**config.mk**
```make
export PLATFORM = sky130hd
export DESIGN_NAME = uart_sample_scheduler_flat
export DESIGN_NICKNAME = d
export VERILOG_FILES = /design/src/rtl/telemetry_pkg.sv /design/src/rtl/uart_sample_scheduler_if.sv /design/src/rtl/uart_sample_scheduler_edge_decim.sv /design/src/rtl/uart_sample_scheduler.sv /design/src/flat_wrapper.sv
export SDC_FILE = /design/constraint.sdc
export NUM_CORES = 1
export LEC_CHECK = 0
export CORE_MARGIN = 5
export CORE_UTILIZATION = 51
export CTS_CLUSTER_DIAMETER = 30
export DETAILED_ROUTE_END_ITERATION = 7
export PLACE_DENSITY = 0.8
export SETUP_SLACK_MARGIN = 0.2
export SLEW_MARGIN = 30
export SYNTH_ARGS = -nofsm -noshare
export SYNTH_HDL_FRONTEND = slang
export SYNTH_SLANG_ARGS = --single-unit
export TNS_END_PERCENT = 50
```
**constraint.sdc**
```tcl
create_clock -name CLK -period 4.7 [get_ports CLK]
set_clock_uncertainty 0.15 [all_clocks]
set_input_delay 0.94 -clock CLK [delete_from_list [all_inputs] [get_ports CLK]]
set_output_delay 0.94 -clock CLK [all_outputs]
set_load 0.005 [all_outputs]
```
**src/rtl/telemetry_pkg.sv**
```systemverilog
// Shared types and frame constants for the telemetry sample scheduler.
package telemetry_pkg;

    typedef enum logic [2:0] {
        IDLE,
        SNAP,
        SEND,
        WAIT_ACK,
        WAIT_DONE
    } state_t;

    localparam int         NUM_CH        = 4;
    localparam int         FRAME_LEN     = 5;
    localparam logic [7:0] HDR_C         = 8'h43;
    localparam logic [7:0] HDR_H         = 8'h48;
    localparam logic [7:0] CH_ASCII_BASE = 8'h30;

endpackage

```
**src/rtl/uart_sample_scheduler_if.sv**
```systemverilog
// Byte handshake between the sample scheduler and uart_tx.
interface uart_sample_scheduler_if;

    logic       tx_start;
    logic [7:0] tx_data;
    logic       tx_busy;

    modport master (output tx_start, output tx_data, input tx_busy);
    modport slave  (input tx_start, input tx_data, output tx_busy);

endinterface

```
**src/rtl/uart_sample_scheduler_edge_decim.sv**
```systemverilog
// Rising-edge detect on the codec strobe plus the every-(decim+1)th edge divider.
module sample_edge_decim #(
    parameter int DECIM_W = 8
) (
    input  logic               CLK,
    input  logic               rst,
    input  logic               sample_clk,
    input  logic [DECIM_W-1:0] decim,
    output logic               eligible
);

    logic               last_sample_clk;
    logic [DECIM_W-1:0] decim_cnt;
    logic               edge_det;
    logic               cnt_hit;

    assign edge_det = sample_clk & ~last_sample_clk;
    // ">=" rather than "==" so a decim lowered below the running count still fires next edge.
    assign cnt_hit  = (decim_cnt >= decim);
    assign eligible = edge_det & cnt_hit;

    // NOTE: sequential state uses <= so every register samples pre-edge values.
    always_ff @(posedge CLK) begin
        if (rst) begin
            last_sample_clk <= 1'b0;
            decim_cnt       <= '0;
        end else begin
            last_sample_clk <= sample_clk;
            if (edge_det) begin
                decim_cnt <= cnt_hit ? '0 : decim_cnt + 1'b1;
            end
        end
    end

endmodule

```
**src/rtl/uart_sample_scheduler.sv**
```systemverilog
// Snapshots four codec channels on a decimated sample strobe and streams "CH<n>" MSB LSB frames to uart_tx.
module uart_sample_scheduler
    import telemetry_pkg::*;
#(
    parameter int W       = 16,
    parameter int DECIM_W = 8
) (
    input  logic                    CLK,
    input  logic                    rst,
    input  logic                    sample_clk,
    input  logic [W-1:0]            sample_in0,
    input  logic [W-1:0]            sample_in1,
    input  logic [W-1:0]            sample_in2,
    input  logic [W-1:0]            sample_in3,
    input  logic [NUM_CH-1:0]       ch_enable,
    input  logic [DECIM_W-1:0]      decim,
    uart_sample_scheduler_if.master tx,
    output logic                    sweep_active,
    output logic                    sweep_done,
    output logic [DECIM_W-1:0]      drop_count
);

    state_t            state, state_n;
    logic [W-1:0]      shadow [NUM_CH];
    logic [NUM_CH-1:0] mask_q;
    logic [1:0]        cur_ch, cur_ch_n, first_ch, next_ch;
    logic              next_valid;
    logic [2:0]        byte_idx, byte_idx_n;
    logic [7:0]        cur_byte, tx_data_n;
    logic              tx_start_n, sweep_active_n, sweep_done_n;
    logic              snap_load, eligible, drop_hit;

    sample_edge_decim #(.DECIM_W(DECIM_W)) u_edge_decim (
        .CLK        (CLK),
        .rst        (rst),
        .sample_clk (sample_clk),
        .decim      (decim),
        .eligible   (eligible)
    );

    // The sweep_done cycle still counts as busy, so an edge landing there is a drop.
    assign drop_hit = eligible & (sweep_active | sweep_done);

    // Lowest enabled channel, and lowest enabled channel strictly above cur_ch.
    always_comb begin
        first_ch   = '0;
        next_ch    = '0;
        next_valid = 1'b0;
        for (int i = NUM_CH - 1; i >= 0; i--) begin
            if (mask_q[i]) begin
                first_ch = 2'(i);
            end
            if (mask_q[i] && (i > int'(cur_ch))) begin
                next_ch    = 2'(i);
                next_valid = 1'b1;
            end
        end
    end

    always_comb begin
        case (byte_idx)
            3'd0:    cur_byte = HDR_C;
            3'd1:    cur_byte = HDR_H;
            3'd2:    cur_byte = CH_ASCII_BASE + {6'b0, cur_ch};
            3'd3:    cur_byte = shadow[cur_ch][W-1 -: 8];
            default: cur_byte = shadow[cur_ch][7:0];
        endcase
    end

    // NOTE: every output of this block gets a default first, so no path can infer a latch.
    always_comb begin
        state_n        = state;
        cur_ch_n       = cur_ch;
        byte_idx_n     = byte_idx;
        tx_start_n     = 1'b0;
        tx_data_n      = tx.tx_data;
        sweep_active_n = sweep_active;
        sweep_done_n   = 1'b0;
        snap_load      = 1'b0;
        case (state)
            IDLE: begin
                if (eligible && !sweep_done && (ch_enable != '0)) begin
                    snap_load      = 1'b1;
                    sweep_active_n = 1'b1;
                    state_n        = SNAP;
                end
            end
            SNAP: begin
                cur_ch_n   = first_ch;
                byte_idx_n = '0;
                state_n    = SEND;
            end
            SEND: begin
                if (!tx.tx_busy) begin
                    tx_start_n = 1'b1;
                    tx_data_n  = cur_byte;
                    state_n    = WAIT_ACK;
                end
            end
            WAIT_ACK: begin
                if (tx.tx_busy) begin
                    state_n = WAIT_DONE;
                end
            end
            WAIT_DONE: begin
                if (!tx.tx_busy) begin
                    if (byte_idx < 3'(FRAME_LEN - 1)) begin
                        byte_idx_n = byte_idx + 3'd1;
                        state_n    = SEND;
                    end else if (next_valid) begin
                        cur_ch_n   = next_ch;
                        byte_idx_n = '0;
                        state_n    = SEND;
                    end else begin
                        sweep_done_n   = 1'b1;
                        sweep_active_n = 1'b0;
                        state_n        = IDLE;
                    end
                end
            end
            default: state_n = IDLE;
        endcase
    end

    always_ff @(posedge CLK) begin
        if (rst) begin
            state <= IDLE;
        end else begin
            state <= state_n;
        end
    end

    always_ff @(posedge CLK) begin
        if (rst) begin
            cur_ch       <= '0;
            byte_idx     <= '0;
            tx.tx_start  <= 1'b0;
            tx.tx_data   <= '0;
            sweep_active <= 1'b0;
            sweep_done   <= 1'b0;
            drop_count   <= '0;
        end else begin
            cur_ch       <= cur_ch_n;
            byte_idx     <= byte_idx_n;
            tx.tx_start  <= tx_start_n;
            tx.tx_data   <= tx_data_n;
            sweep_active <= sweep_active_n;
            sweep_done   <= sweep_done_n;
            if (drop_hit && (drop_count != '1)) begin
                drop_count <= drop_count + 1'b1;
            end
        end
    end

    // NOTE: snapshot storage has no reset; it is only read after a load in IDLE.
    always_ff @(posedge CLK) begin
        if (snap_load) begin
            shadow[0] <= sample_in0;
            shadow[1] <= sample_in1;
            shadow[2] <= sample_in2;
            shadow[3] <= sample_in3;
            mask_q    <= ch_enable;
        end
    end

endmodule

```
**src/flat_wrapper.sv**
```systemverilog
// flat-port wrapper written by rule: the top's interface ports become plain ports
module uart_sample_scheduler_flat import telemetry_pkg::*;
#(
    parameter int W       = 16,
    parameter int DECIM_W = 8
)
  (CLK, rst, sample_clk, sample_in0, sample_in1, sample_in2, sample_in3, ch_enable, decim, sweep_active, sweep_done, drop_count, tx_tx_start, tx_tx_data, tx_tx_busy);
  uart_sample_scheduler_if tx_i ();
  input  logic CLK;
  input  logic rst;
  input  logic sample_clk;
  input  logic [W-1:0] sample_in0;
  input  logic [W-1:0] sample_in1;
  input  logic [W-1:0] sample_in2;
  input  logic [W-1:0] sample_in3;
  input  logic [NUM_CH-1:0] ch_enable;
  input  logic [DECIM_W-1:0] decim;
  output logic sweep_active;
  output logic sweep_done;
  output logic [DECIM_W-1:0] drop_count;
  output wire logic [$bits(tx_i.tx_start)-1:0] tx_tx_start;
  output wire logic [$bits(tx_i.tx_data)-1:0] tx_tx_data;
  input wire logic [$bits(tx_i.tx_busy)-1:0] tx_tx_busy;
  assign tx_tx_start = tx_i.tx_start;
  assign tx_tx_data = tx_i.tx_data;
  assign tx_i.tx_busy = tx_tx_busy;
  uart_sample_scheduler #(.W(W), .DECIM_W(DECIM_W)) u_core (.CLK(CLK), .rst(rst), .sample_clk(sample_clk), .sample_in0(sample_in0), .sample_in1(sample_in1), .sample_in2(sample_in2), .sample_in3(sample_in3), .ch_enable(ch_enable), .decim(decim), .tx(tx_i), .sweep_active(sweep_active), .sweep_done(sweep_done), .drop_count(drop_count));
endmodule
```
==> run_results.csv <==
group,metric,value,unit
clock_network,cts_made_buffers,9,
setup_path,critical_path.max_fanout,69,
pwr,switching_power_as_a_share_of_total_power,0.2196,
placement,port-buffer-count,98,
global_routing,grt_antenna_before_repair,0,
worst_hold_path,worst_hold_path_type,"reg2reg",
timing,actual_slew_at_the_worst_max_slew_pin,0.8481,ns
placement,routabilityCongestion,0.8285,
logic_synthesis,synth_nets,443,
setup_path,critPathCaptureType,"flop",
route,post_drt_via_cell_ratio,5.539,
cells_and_area,layout-drive-gt1-share,0.09778,
route,drtAntennaViolNets,0,
clock_network,cts_max_path_buffers,2,
floorplan,io_pins,99,
pwr,power.static_leakage,1.939,nW
pwr,power.ir.vdd_worst,0.1696,mV
clock_network,clock_latency_reported_for_the_late_side_of_the_worst_skew_pair,0.37,ns
setup_path,cp-start-kind,"input port",
pwr,share_seq_of_total_power,0.614,
global_routing,grt_overflow,0,
timing,share_of_the_clock_period_used_by_the_worst_path,0.7196,
route,avgRoutedWirePerCell,16.16,um
floorplan,core_region_area,8721,um2
logic_synthesis,synth-warning-count,0,
run_status,run_status,"finished, final reports clean",
cells_and_area,layout.filler_cells,635,
route,detail_route.drc_violations,0,
timing,maximum_clock_rate,295.7,MHz
logic_synthesis,netlist_top_cells_area,"edfxtp_1 (45%), dfxtp_1 (17%), mux4_2 (7.9%)",
pwr,power.share.combinational,0.057,
route,drt_first_pass_iters,4,
clock_network,htree_levels,3,
timing,slew-limit-headroom,0.4346,
timing,drv_slew,0,
floorplan,fp.dieH,104.4,um
timing,setup_violations,0,
cells_and_area,layout-area-overhead-vs-synth,27.31,%
pwr,total_power_divided_by_cell_area,279.5,nW/um2
logic_synthesis,synthesis.area,4546,um2
cells_and_area,fin_nets,539,
pwr,p_int,1.262,mW
pwr,switchingPower,0.3551,mW
logic_synthesis,count_of_flip_flops_with_a_built_in_enable_after_synthesis,68,
clock_network,cts.repair.resized,0,
floorplan,effective_utilization_at_floorplan,0.5212,
clock_network,root_buffer,"clkbuf_8",
timing,unrepaired_setup_endpoints_after_global_routing,"no",
setup_path,worst-endpoint-arrival,3.25,ns
floorplan,die_w,104.4,um
timing,hold_viol_final,0,
cells_and_area,antennaDiodeCount,0,
placement,place_hpwl,6623,um
logic_synthesis,syn_inst,349,
clock_network,clock_transition_at_the_registers_of_the_reported_paths,0.10,ns
clock_network,postCtsSetupRepairBufs,0,
global_routing,grt.total_usage,0.1719,
global_routing,grt_pass1_vias,3162,
setup_path,required,4.57,ns
global_routing,grt_first_pass_wirelength,15120,um
logic_synthesis,synth-seq-area-share,0.6166,
clock_network,cts_sinks,106,
setup_path,worstSetupPathType,"in2reg",
flow_run,drv.max_cap_violation_count,0,
cells_and_area,multi_input_comb_area,1602,um2
route,drt-total-wl,9020,um
logic_synthesis,yosys.area.top_type,"edfxtp_1",
timing,timing.final.crit_period,3.382,ns
global_routing,grt_max_degree,70,
logic_synthesis,synth.distinct_cells,47,
logic_synthesis,synth_top_flop_cell,"edfxtp_1",
logic_synthesis,postSynth.asyncResetShare,0,
route,dr_total_vias,3091,
floorplan,fp-row-count,34,
logic_synthesis,ys_ff_latch,106,
clock_network,tritoncts,"done",
cells_and_area,finish.utilization,0.6636,
floorplan,die_area,10900,um2
pwr,power.share.clock,0.329,
timing,fin_setup_tns,0,ns
clock_network,cts_hold_buffers,0,
logic_synthesis,post_synth.cell_area_avg,13.02,um2
route,drt_first_iter_violations,161,
logic_synthesis,yosys.area.top_type_share,0.4492,
cells_and_area,sequential_cell_area,2804,um2
==> cell usage in the layout, fill, tap and decap left out, drive strengths merged, types with 2 or more instances in the layout <==
cell type,synthesis,layout
nor2b,6,6
a211oi,5,5
clkdlybuf4s50,0,98
nor3b,2,2
or2,2,2
edfxtp,68,68
nand2,22,22
xor2,6,6
nor3,6,6
nand2b,6,6
and2b,2,2
buf,7,2
a21oi,28,28
and3,5,5
and4,2,2
a2111oi,2,2
o211ai,6,6
dfxtp,38,38
nand4,4,4
o21ai,18,18
or4,6,6
clkbuf,8,10
inv,16,18
clkinv,0,4
o22ai,2,2
a31oi,2,2
o31ai,6,6
ha,14,14
nand3,8,8
nor4,3,3
mux4,16,16
mux2i,2,2
nor2,23,23
==> worst max-delay path, stage by stage <==
cell and delay [ns]:
clkdlybuf4s50_1 0.40, ha_1 0.28, nand2b_1 0.14, a2111o_1 0.44, a21oi_4 0.38, and3b_2 0.26
buf_4 0.35
==> final cells by class <==
class,instances,area share
inverters,16,0.01038
well taps,108,0.02335
flip-flops and latches,106,0.4845
clock buffers,10,0.02205
multi-input cells,212,0.2768
repair buffers,100,0.1721
clock inverters,6,0.01081
==> path summary, 6_finish.rpt <==
check                                         from                    to  slack (ns)  cells after the start
setup / recovery                          decim[0]   u_core.shadow[0][7]        1.32                      7
hold / removal                u_core.tx.tx_data[0]  u_core.tx.tx_data[0]        0.34                      2
setup reg to reg  u_core.u_edge_decim.decim_cnt[0]   u_core.shadow[0][7]        1.80                      7
hold reg to reg               u_core.tx.tx_data[0]  u_core.tx.tx_data[0]        0.34                      2
==> cell usage after synthesis (4+ instances only) <==
library cell	number
a211oi_1	5
a21oi_1	27
and3_1	5
clkbuf_1	8
dfxtp_1	38
edfxtp_1	68
ha_1	14
inv_1	16
mux4_2	16
nand2_1	21
nand2b_1	6
nand3_1	8
nand4_1	4
nor2_1	23
nor2b_1	6
nor3_1	6
o211ai_1	6
o21ai_0	14
o31ai_1	6
or4_1	6
xor2_1	6
==> power by group through the flow <==
| stage | Clock, mW | Combinational [mW] | Sequential, mW |
|---|---|---|---|
| finish | 0.532 | 0.0921 | 0.993 |
| global route | 0.594 | 0.101 | 0.994 |
| CTS | 0.547 | 0.0932 | 0.993 |
| detailed placement | 0 | 0.0929 | 1.01 |
| global placement | 0 | 0.0907 | 1.01 |
| floorplan | 0 | 0.0204 | 1.01 |
==> metal layers <==
metal | routed length [um] | up-vias | GRT usage
met2 | 4398 | 96 | 0.2810
met3 | 654 | 15 | 0.06207
li1 | - | 1523 | -
met5 | 0 | - | 0
met1 | 3785 | 1457 | 0.2109
met4 | 182 | 0 | 0.05828
==> logic make-up after synthesis <==
family                   Yosys count  synth area share
multiplexers                      19           0.08616
buffers and inverters             31           0.03138
XOR/XNOR                           6           0.01156
AND/OR/NAND/NOR                   99            0.1129
flip-flops                       106            0.6166
AO/OA/AOI/OAI                     74            0.1029
adder cells (fa/ha/maj)           14           0.03854
==> through the flow <==
stage          hold slack, ns  power [mW]  setup WS, ns  instances  area [um2]
5_1_grt                0.3583       1.689         1.171        558        5787
3_5_place_dp           0.3228       1.108        0.9151        542        5597
6_report               0.3356       1.617         1.318        558        5787
4_1_cts                0.3367       1.633         1.301        558        5787
2_1_floorplan          0.3027       1.035        0.7262        349        4546
3_3_place_gp           0.3082       1.105        0.9529        542        5595
==> flip-flops by register name, indices dropped and copies added, names as in the netlist, named ones only <==
register                             flops
u_core.shadow                           64
u_core.drop_count                        8
u_core.tx.tx_data                        8
u_core.u_edge_decim.decim_cnt            8
u_core.mask_q                            4
u_core.byte_idx                          3
u_core.state                             3
u_core.cur_ch                            2
u_core.sweep_active                      1
u_core.sweep_done                        1
u_core.tx.tx_start                       1
u_core.u_edge_decim.last_sample_clk      1
(Power assumes the default switching activity.)
